## config.mk

```make
export PLATFORM = sky130hd
export DESIGN_NAME = pipelined_addsub
export DESIGN_NICKNAME = d
export VERILOG_FILES = /design/src/rtl/pipelined_addsub_pkg.sv /design/src/rtl/pipelined_addsub_slice.sv /design/src/rtl/pipelined_addsub.sv
export SDC_FILE = /design/constraint.sdc
export NUM_CORES = 1
export LEC_CHECK = 0
export ABC_AREA = 0
export CORE_MARGIN = 2
export CORE_UTILIZATION = 63
export CTS_BUF_LIST = sky130_fd_sc_hd__clkbuf_16
export DETAILED_ROUTE_END_ITERATION = 12
export DONT_BUFFER_PORTS = 1
export GPL_TIMING_DRIVEN = 0
export HOLD_SLACK_MARGIN = 0.08
export PLACE_DENSITY = 0.79
export RECOVER_POWER = 100
export SYNTH_ARGS = -nofsm -noshare
export SYNTH_HDL_FRONTEND = slang
export SYNTH_SLANG_ARGS = --single-unit
```

## constraint.sdc

```tcl
create_clock -name clk -period 2.9 [get_ports clk]
set_input_delay 0.145 -clock clk [delete_from_list [all_inputs] [get_ports clk]]
set_output_delay 0.145 -clock clk [all_outputs]
set_load 0.05 [all_outputs]
```

## src/rtl/pipelined_addsub_pkg.sv

```systemverilog
// Shared mode encodings and constant helpers for pipelined_addsub and its ripple slice.
package pipelined_addsub_pkg;

  localparam logic OP_ADD = 1'b0;
  localparam logic OP_SUB = 1'b1;

  // Widest operand the saturation pattern helpers can describe.
  localparam int SAT_MAX_W = 256;

  function automatic int chunk_width(input int width, input int stages);
    return (stages > 0) ? width / stages : width;
  endfunction

  // Signed maximum 0111..1 in the low `width` bits.
  function automatic logic [SAT_MAX_W-1:0] sat_pos(input int width);
    logic [SAT_MAX_W-1:0] r;
    r = '0;
    for (int i = 0; i < SAT_MAX_W; i++) begin
      r[i] = (i < width - 1);
    end
    return r;
  endfunction

  // Signed minimum 1000..0 in the low `width` bits.
  function automatic logic [SAT_MAX_W-1:0] sat_neg(input int width);
    logic [SAT_MAX_W-1:0] r;
    r = '0;
    for (int i = 0; i < SAT_MAX_W; i++) begin
      r[i] = (i == width - 1);
    end
    return r;
  endfunction

endpackage

```

## src/rtl/pipelined_addsub_slice.sv

```systemverilog
// addsub_slice: W-bit combinational ripple-carry slice, also exporting the carry into its MSB.
// Latency: zero (purely combinational).
// Backpressure: none; the enclosing pipeline stage decides when its result is captured.
module addsub_slice
  import pipelined_addsub_pkg::*;
#(
  parameter int W = 4
) (
  input  logic [W-1:0] a_i,
  input  logic [W-1:0] b_i,
  input  logic         cin_i,
  output logic [W-1:0] sum_o,
  output logic         cout_o,
  output logic         cmsb_o
);

  always_comb begin : p_ripple
    logic [W:0] c;
    c     = '0;
    c[0]  = cin_i;
    sum_o = '0;
    for (int i = 0; i < W; i++) begin
      sum_o[i] = a_i[i] ^ b_i[i] ^ c[i];
      c[i+1]   = (a_i[i] & b_i[i]) | (c[i] & (a_i[i] ^ b_i[i]));
    end
    cout_o = c[W];
    cmsb_o = c[W-1];
  end

endmodule

```

## src/rtl/pipelined_addsub.sv

```systemverilog
// pipelined_addsub: WIDTH-bit add/sub, carry chain split into STAGES ripple chunks; PIPELINED_ADDSUB_SAT_EN saturates on overflow.
// Latency: STAGES cycles, throughput one beat per cycle.
// Backpressure: per-stage valid/ready; a stage loads when empty or when its successor drains, so bubbles collapse.
module pipelined_addsub
  import pipelined_addsub_pkg::*;
#(
  parameter int WIDTH  = 16,
  parameter int STAGES = 4
) (
  input  logic             clk,
  input  logic             rst_n,
  input  logic             in_valid,
  output logic             in_ready,
  input  logic [WIDTH-1:0] a,
  input  logic [WIDTH-1:0] b,
  input  logic             sub,
  input  logic             cin,
  output logic             out_valid,
  input  logic             out_ready,
  output logic [WIDTH-1:0] sum,
  output logic             cout,
  output logic             ovf
);

  localparam int CHUNK = chunk_width(WIDTH, STAGES);

  if (WIDTH < 2 || STAGES < 1 || (WIDTH % STAGES) != 0) begin : g_bad_cfg
    $error("pipelined_addsub: WIDTH must be >= 2 and an exact multiple of STAGES");
  end

  // Operands travel with the partial sum so each stage sees its own unresolved chunk.
  typedef struct packed {
    logic [WIDTH-1:0] a;
    logic [WIDTH-1:0] b;
    logic [WIDTH-1:0] s;
    logic             c;
    logic             c_msb;
  } beat_t;

  beat_t             stg_in [STAGES];
  beat_t             stg_d  [STAGES];
  beat_t             stg_q  [STAGES];
  logic [STAGES-1:0] vld_q;
  logic [STAGES-1:0] vld_src;
  logic [STAGES-1:0] rdy;
  logic [CHUNK-1:0]  sl_sum [STAGES];
  logic [STAGES-1:0] sl_cout;
  logic [STAGES-1:0] sl_cmsb;

  always_comb begin
    stg_in[0]   = '0;
    stg_in[0].a = a;
    stg_in[0].b = (sub == OP_SUB) ? ~b : b;
    stg_in[0].c = (sub == OP_SUB) ? 1'b1 : cin;
    vld_src[0]  = in_valid;
    for (int k = 1; k < STAGES; k++) begin
      stg_in[k]  = stg_q[k-1];
      vld_src[k] = vld_q[k-1];
    end
  end

  for (genvar k = 0; k < STAGES; k++) begin : g_stage
    addsub_slice #(.W(CHUNK)) u_slice (
      .a_i    (stg_in[k].a[k*CHUNK +: CHUNK]),
      .b_i    (stg_in[k].b[k*CHUNK +: CHUNK]),
      .cin_i  (stg_in[k].c),
      .sum_o  (sl_sum[k]),
      .cout_o (sl_cout[k]),
      .cmsb_o (sl_cmsb[k])
    );
  end

  always_comb begin
    for (int k = 0; k < STAGES; k++) begin
      stg_d[k]                      = stg_in[k];
      stg_d[k].s[k*CHUNK +: CHUNK]  = sl_sum[k];
      stg_d[k].c                    = sl_cout[k];
      stg_d[k].c_msb                = sl_cmsb[k];
    end
  end

  // Ready ripples back from the sink; accumulated in a local to keep the chain acyclic.
  always_comb begin : p_ready
    logic downstream;
    downstream = out_ready;
    for (int k = STAGES - 1; k >= 0; k--) begin
      downstream = !vld_q[k] || downstream;
      rdy[k]     = downstream;
    end
  end

  always_ff @(posedge clk or negedge rst_n) begin
    if (!rst_n) begin
      vld_q <= '0;
      for (int k = 0; k < STAGES; k++) begin
        stg_q[k] <= '0;
      end
    end else begin
      for (int k = 0; k < STAGES; k++) begin
        if (rdy[k]) begin
          vld_q[k] <= vld_src[k];
          if (vld_src[k]) begin
            stg_q[k] <= stg_d[k];
          end
        end
      end
    end
  end

  assign in_ready  = rdy[0];
  assign out_valid = vld_q[STAGES-1];
  assign cout      = stg_q[STAGES-1].c;
  assign ovf       = stg_q[STAGES-1].c ^ stg_q[STAGES-1].c_msb;

`ifdef PIPELINED_ADDSUB_SAT_EN
  localparam logic [WIDTH-1:0] SAT_P = WIDTH'(sat_pos(WIDTH));
  localparam logic [WIDTH-1:0] SAT_N = WIDTH'(sat_neg(WIDTH));

  // Overflow implies A and b_eff share a sign, so A's MSB gives the true result's sign.
  assign sum = !ovf ? stg_q[STAGES-1].s
                    : (stg_q[STAGES-1].a[WIDTH-1] ? SAT_N : SAT_P);
`else
  assign sum = stg_q[STAGES-1].s;
`endif

endmodule

```

==> flow_summary_export.csv <==
group,metric,value,unit
setup_path,r2r_end,"stg_d[129]",
global_route,antenna_found_initial,0,
flow_run,maxCapViolations,1,
logic_synthesis,synth_area_leaders,"dfrtp_1 56%, mux2_2 19%, fa_1 7.4%",
power_and_ir_drop,finalPower,4.87,mW
timing,fin_crit,2.47,ns
power_and_ir_drop,swShare,0.355,
logic_synthesis,ys_seq_area_frac,0.559,
setup_path,r2r_setup_slack,0.44,ns
power_and_ir_drop,switchingPower,1.73,mW
logic_synthesis,synth_warnings,0,
setup_path,cp_max_fo,10,
power_and_ir_drop,p_per_area,1020,nW/um^2
routing,drt-total-wl,6860,um
status,failed_checks,"max-capacitance violations, max-slew violations",
setup_path,r2r_start,"vld_q[3]",
logic_synthesis,ys_types,19,
power_and_ir_drop,internal-power,3.14,mW
routing,avgViaCountPerCell,5.34,
cells_and_area,drive_gt1_frac,0.270,
power_and_ir_drop,clkPwrFrac,0.228,
routing,wl_per_cell,16.6,um
placement,dp_cells,381,
clock_network,cts_tree,"done",
setup_path,crit_path_end_kind,"flop",
cells_and_area,diodes,0,
floorplanning,ios,58,
clock_network,clock_sinks,97,
timing,fin_crit_sh,0.850,
placement,dp_hpwl,4720,um
cells_and_area,fillers,467,
setup_path,crit_arrival,2.68,ns
cells_and_area,fin_util,0.713,
clock_network,cts_inserted_buffers,9,
power_and_ir_drop,ir_drop,0.000446,V
timing,slew_viol_final,98,
placement,placed_area,4440,sq um
routing,drc,0,
timing,skew,0.00501,ns
logic_synthesis,synthXorXnorAreaFrac,0.0343,
placement,place_ws,0.117,ns
timing,fin_hold_ws,0.0800,ns
cells_and_area,nets,384,
min_path,hold_end,"stg_d[127]",
power_and_ir_drop,p_comb_frac,0.331,
power_and_ir_drop,p_seq_frac,0.441,
routing,drt_iter0_drc,113,
clock_network,cts_resized,0,
clock_network,clkTransAtPathRegs,0.06,ns
setup_path,cp.required,3.11,ns
timing,hold_viol,0,
floorplanning,die_x,87.0,um
clock_network,cts_max_level,3,
timing,relSlewSlack,-0.373,
clock_network,cts-root-buf,"clkbuf_16",
logic_synthesis,synth-compound-area-share,0.0141,
timing,rsz0062_at_grt,"false",
logic_synthesis,ys_ff_latch,97,
clock_network,cts_buffer_depth,2,
placement,gp_congestion,0.705,
setup_path,startpoint_type,"input port",
cells_and_area,finish.instance_area,4790,sq um
routing,dr.pass1.iters,4,
logic_synthesis,synth_top_family_by_area,"multiplexers",
cells_and_area,fin_cells,413,
logic_synthesis,synth_nets,355,
timing,worstMarginPinSlew,2.06,ns
logic_synthesis,synth.cell_area,4340,sq um
logic_synthesis,synthSimpleGateAreaFrac,0.0179,
routing,vias,2207,
floorplanning,die_area,7580,sq um
placement,numPortBuffers,0,
global_route,grt_pass1_vias,2344,
min_path,hold_depth,2,
clock_network,postCtsSetupBuffers,0,
global_route,grt_overflow,0,
timing,setup_violations,0,
setup_path,crit_type,"in -> reg",
status,status,"finished with violations",
logic_synthesis,synth_area_leader_cell,"dfrtp_1",
logic_synthesis,synth_mux_area_frac,0.231,
floorplanning,die_h,87.0,um
timing,fmax,406,MHz
clock_network,ctsHoldBuffers,18,
logic_synthesis,synth_fa_ha_area_frac,0.0737,
timing,finalSetupTns,0,ns
routing,ant_nets,0,
logic_synthesis,netlist.area_leader.share,0.559,
floorplanning,start_util,0.647,
global_route,grt_max_degree,98,
setup_path,r2r_cells,5,
floorplanning,row_count,30,
global_route,grtUsageTotal,0.206,
logic_synthesis,syn_avg_cell_area,14.4,sq um
global_route,grt_first_pass_wirelength,11600,um
logic_synthesis,postSynthCellCount,301,
clock_network,clk_latency,0.33,ns
timing,worst_slack,0.434,ns
floorplanning,core,6720,sq um
power_and_ir_drop,power.leakage,2.17,nW
min_path,hp-start,"b[9]",
cells_and_area,syn_to_final_growth,10.3,%
min_path,hold_path_class,"in -> reg",
cell usage in the layout (no fill, tap or decap), drive strengths merged, types with 5 or more instances in the layout:
| master | synthesis | final |
|---|---|---|
| dfrtp | 97 | 97 |
| mux2 | 79 | 79 |
| inv | 33 | 34 |
| clkbuf | 0 | 33 |
| dlygate4sd3 | 0 | 17 |
| fa | 16 | 16 |
| xor2 | 13 | 13 |
| o21ai | 10 | 10 |
| mux2i | 9 | 9 |
| nand2 | 5 | 5 |
Yosys cell counts:
cell type	instances
a21boi_2	1
and4b_4	1
buf_2	8
buf_4	16
buf_6	2
dfrtp_1	97
fa_1	16
inv_1	33
mux2_2	73
mux2_4	6
mux2i_1	9
nand2_1	5
nand2b_1	4
nand3b_1	1
nand4b_1	1
nor2_1	1
o21ai_0	10
xnor2_1	4
xor2_1	13
registers in the layout, summed over array words and instances, names as in the netlist:
signal	count
stg_d	72
sum	16
vld_q	4
stg_in	3
cout	1
stg_q	1
per-layer routing:
layer | share of wire | wire, um | vias up | GRT usage
li1 | - | - | 1027 | -
met1 | 0.47 | 3230 | 1118 | 0.291
met4 | 0.022 | 151 | 0 | 0.0938
met2 | 0.47 | 3240 | 50 | 0.316
met3 | 0.035 | 242 | 12 | 0.0370
met5 | 0 | 0 | - | 0
logic make-up (layout without fill, tap and decap cells):
kind of cell    after synthesis  in the layout
buf+inv                      59             91
fa+ha+maj                    16             16
compound gates               11             11
simple gates                 13             13
mux                          88             88
flops                        97             97
xor+xnor                     17             17
worst max path at each step:
stage,startpoint,to
5_1_grt,rst_n,stg_d[131]
2_1_floorplan,sub,stg_d[105]
3_3_place_gp,sub,stg_d[105]
6_report,sub,stg_d[105]
4_1_cts,sub,stg_d[105]
3_5_place_dp,sub,stg_d[105]
layout make-up:
| type | count | area, sq um | share of cell area |
|---|---|---|---|
| plain buffers | 26 | 108 | 0.0224 |
| clock buffers | 9 | 225 | 0.0470 |
| clock inverters | 5 | 50.0 | 0.0104 |
| inverters | 33 | 124 | 0.0258 |
| multi-input cells | 145 | 1580 | 0.330 |
| flip-flops and latches | 97 | 2430 | 0.506 |
| well taps | 80 | 100 | 0.0209 |
| repair buffers | 18 | 175 | 0.0365 |
critical path, cell delays in order:
cell,delay (ns)
buf_2,0.23
clkbuf_2,0.35
xnor2_1,0.15
fa_1,0.41
inv_1,0.08
fa_1,0.15
inv_1,0.05
fa_1,0.35
inv_1,0.08
fa_1,0.42
mux2_4,0.27
power groups by stage:
stage          clock [mW]  combinational (mW)  sequential [mW]
5_1_grt              1.19                1.77             2.22
3_5_place_dp            0                1.69             2.18
4_1_cts              1.13                1.76             2.16
3_3_place_gp            0                1.63             2.15
2_1_floorplan           0                1.47             2.08
6_report             1.11                1.61             2.15
No activity file was read; power rests on OpenSTA's default activity.
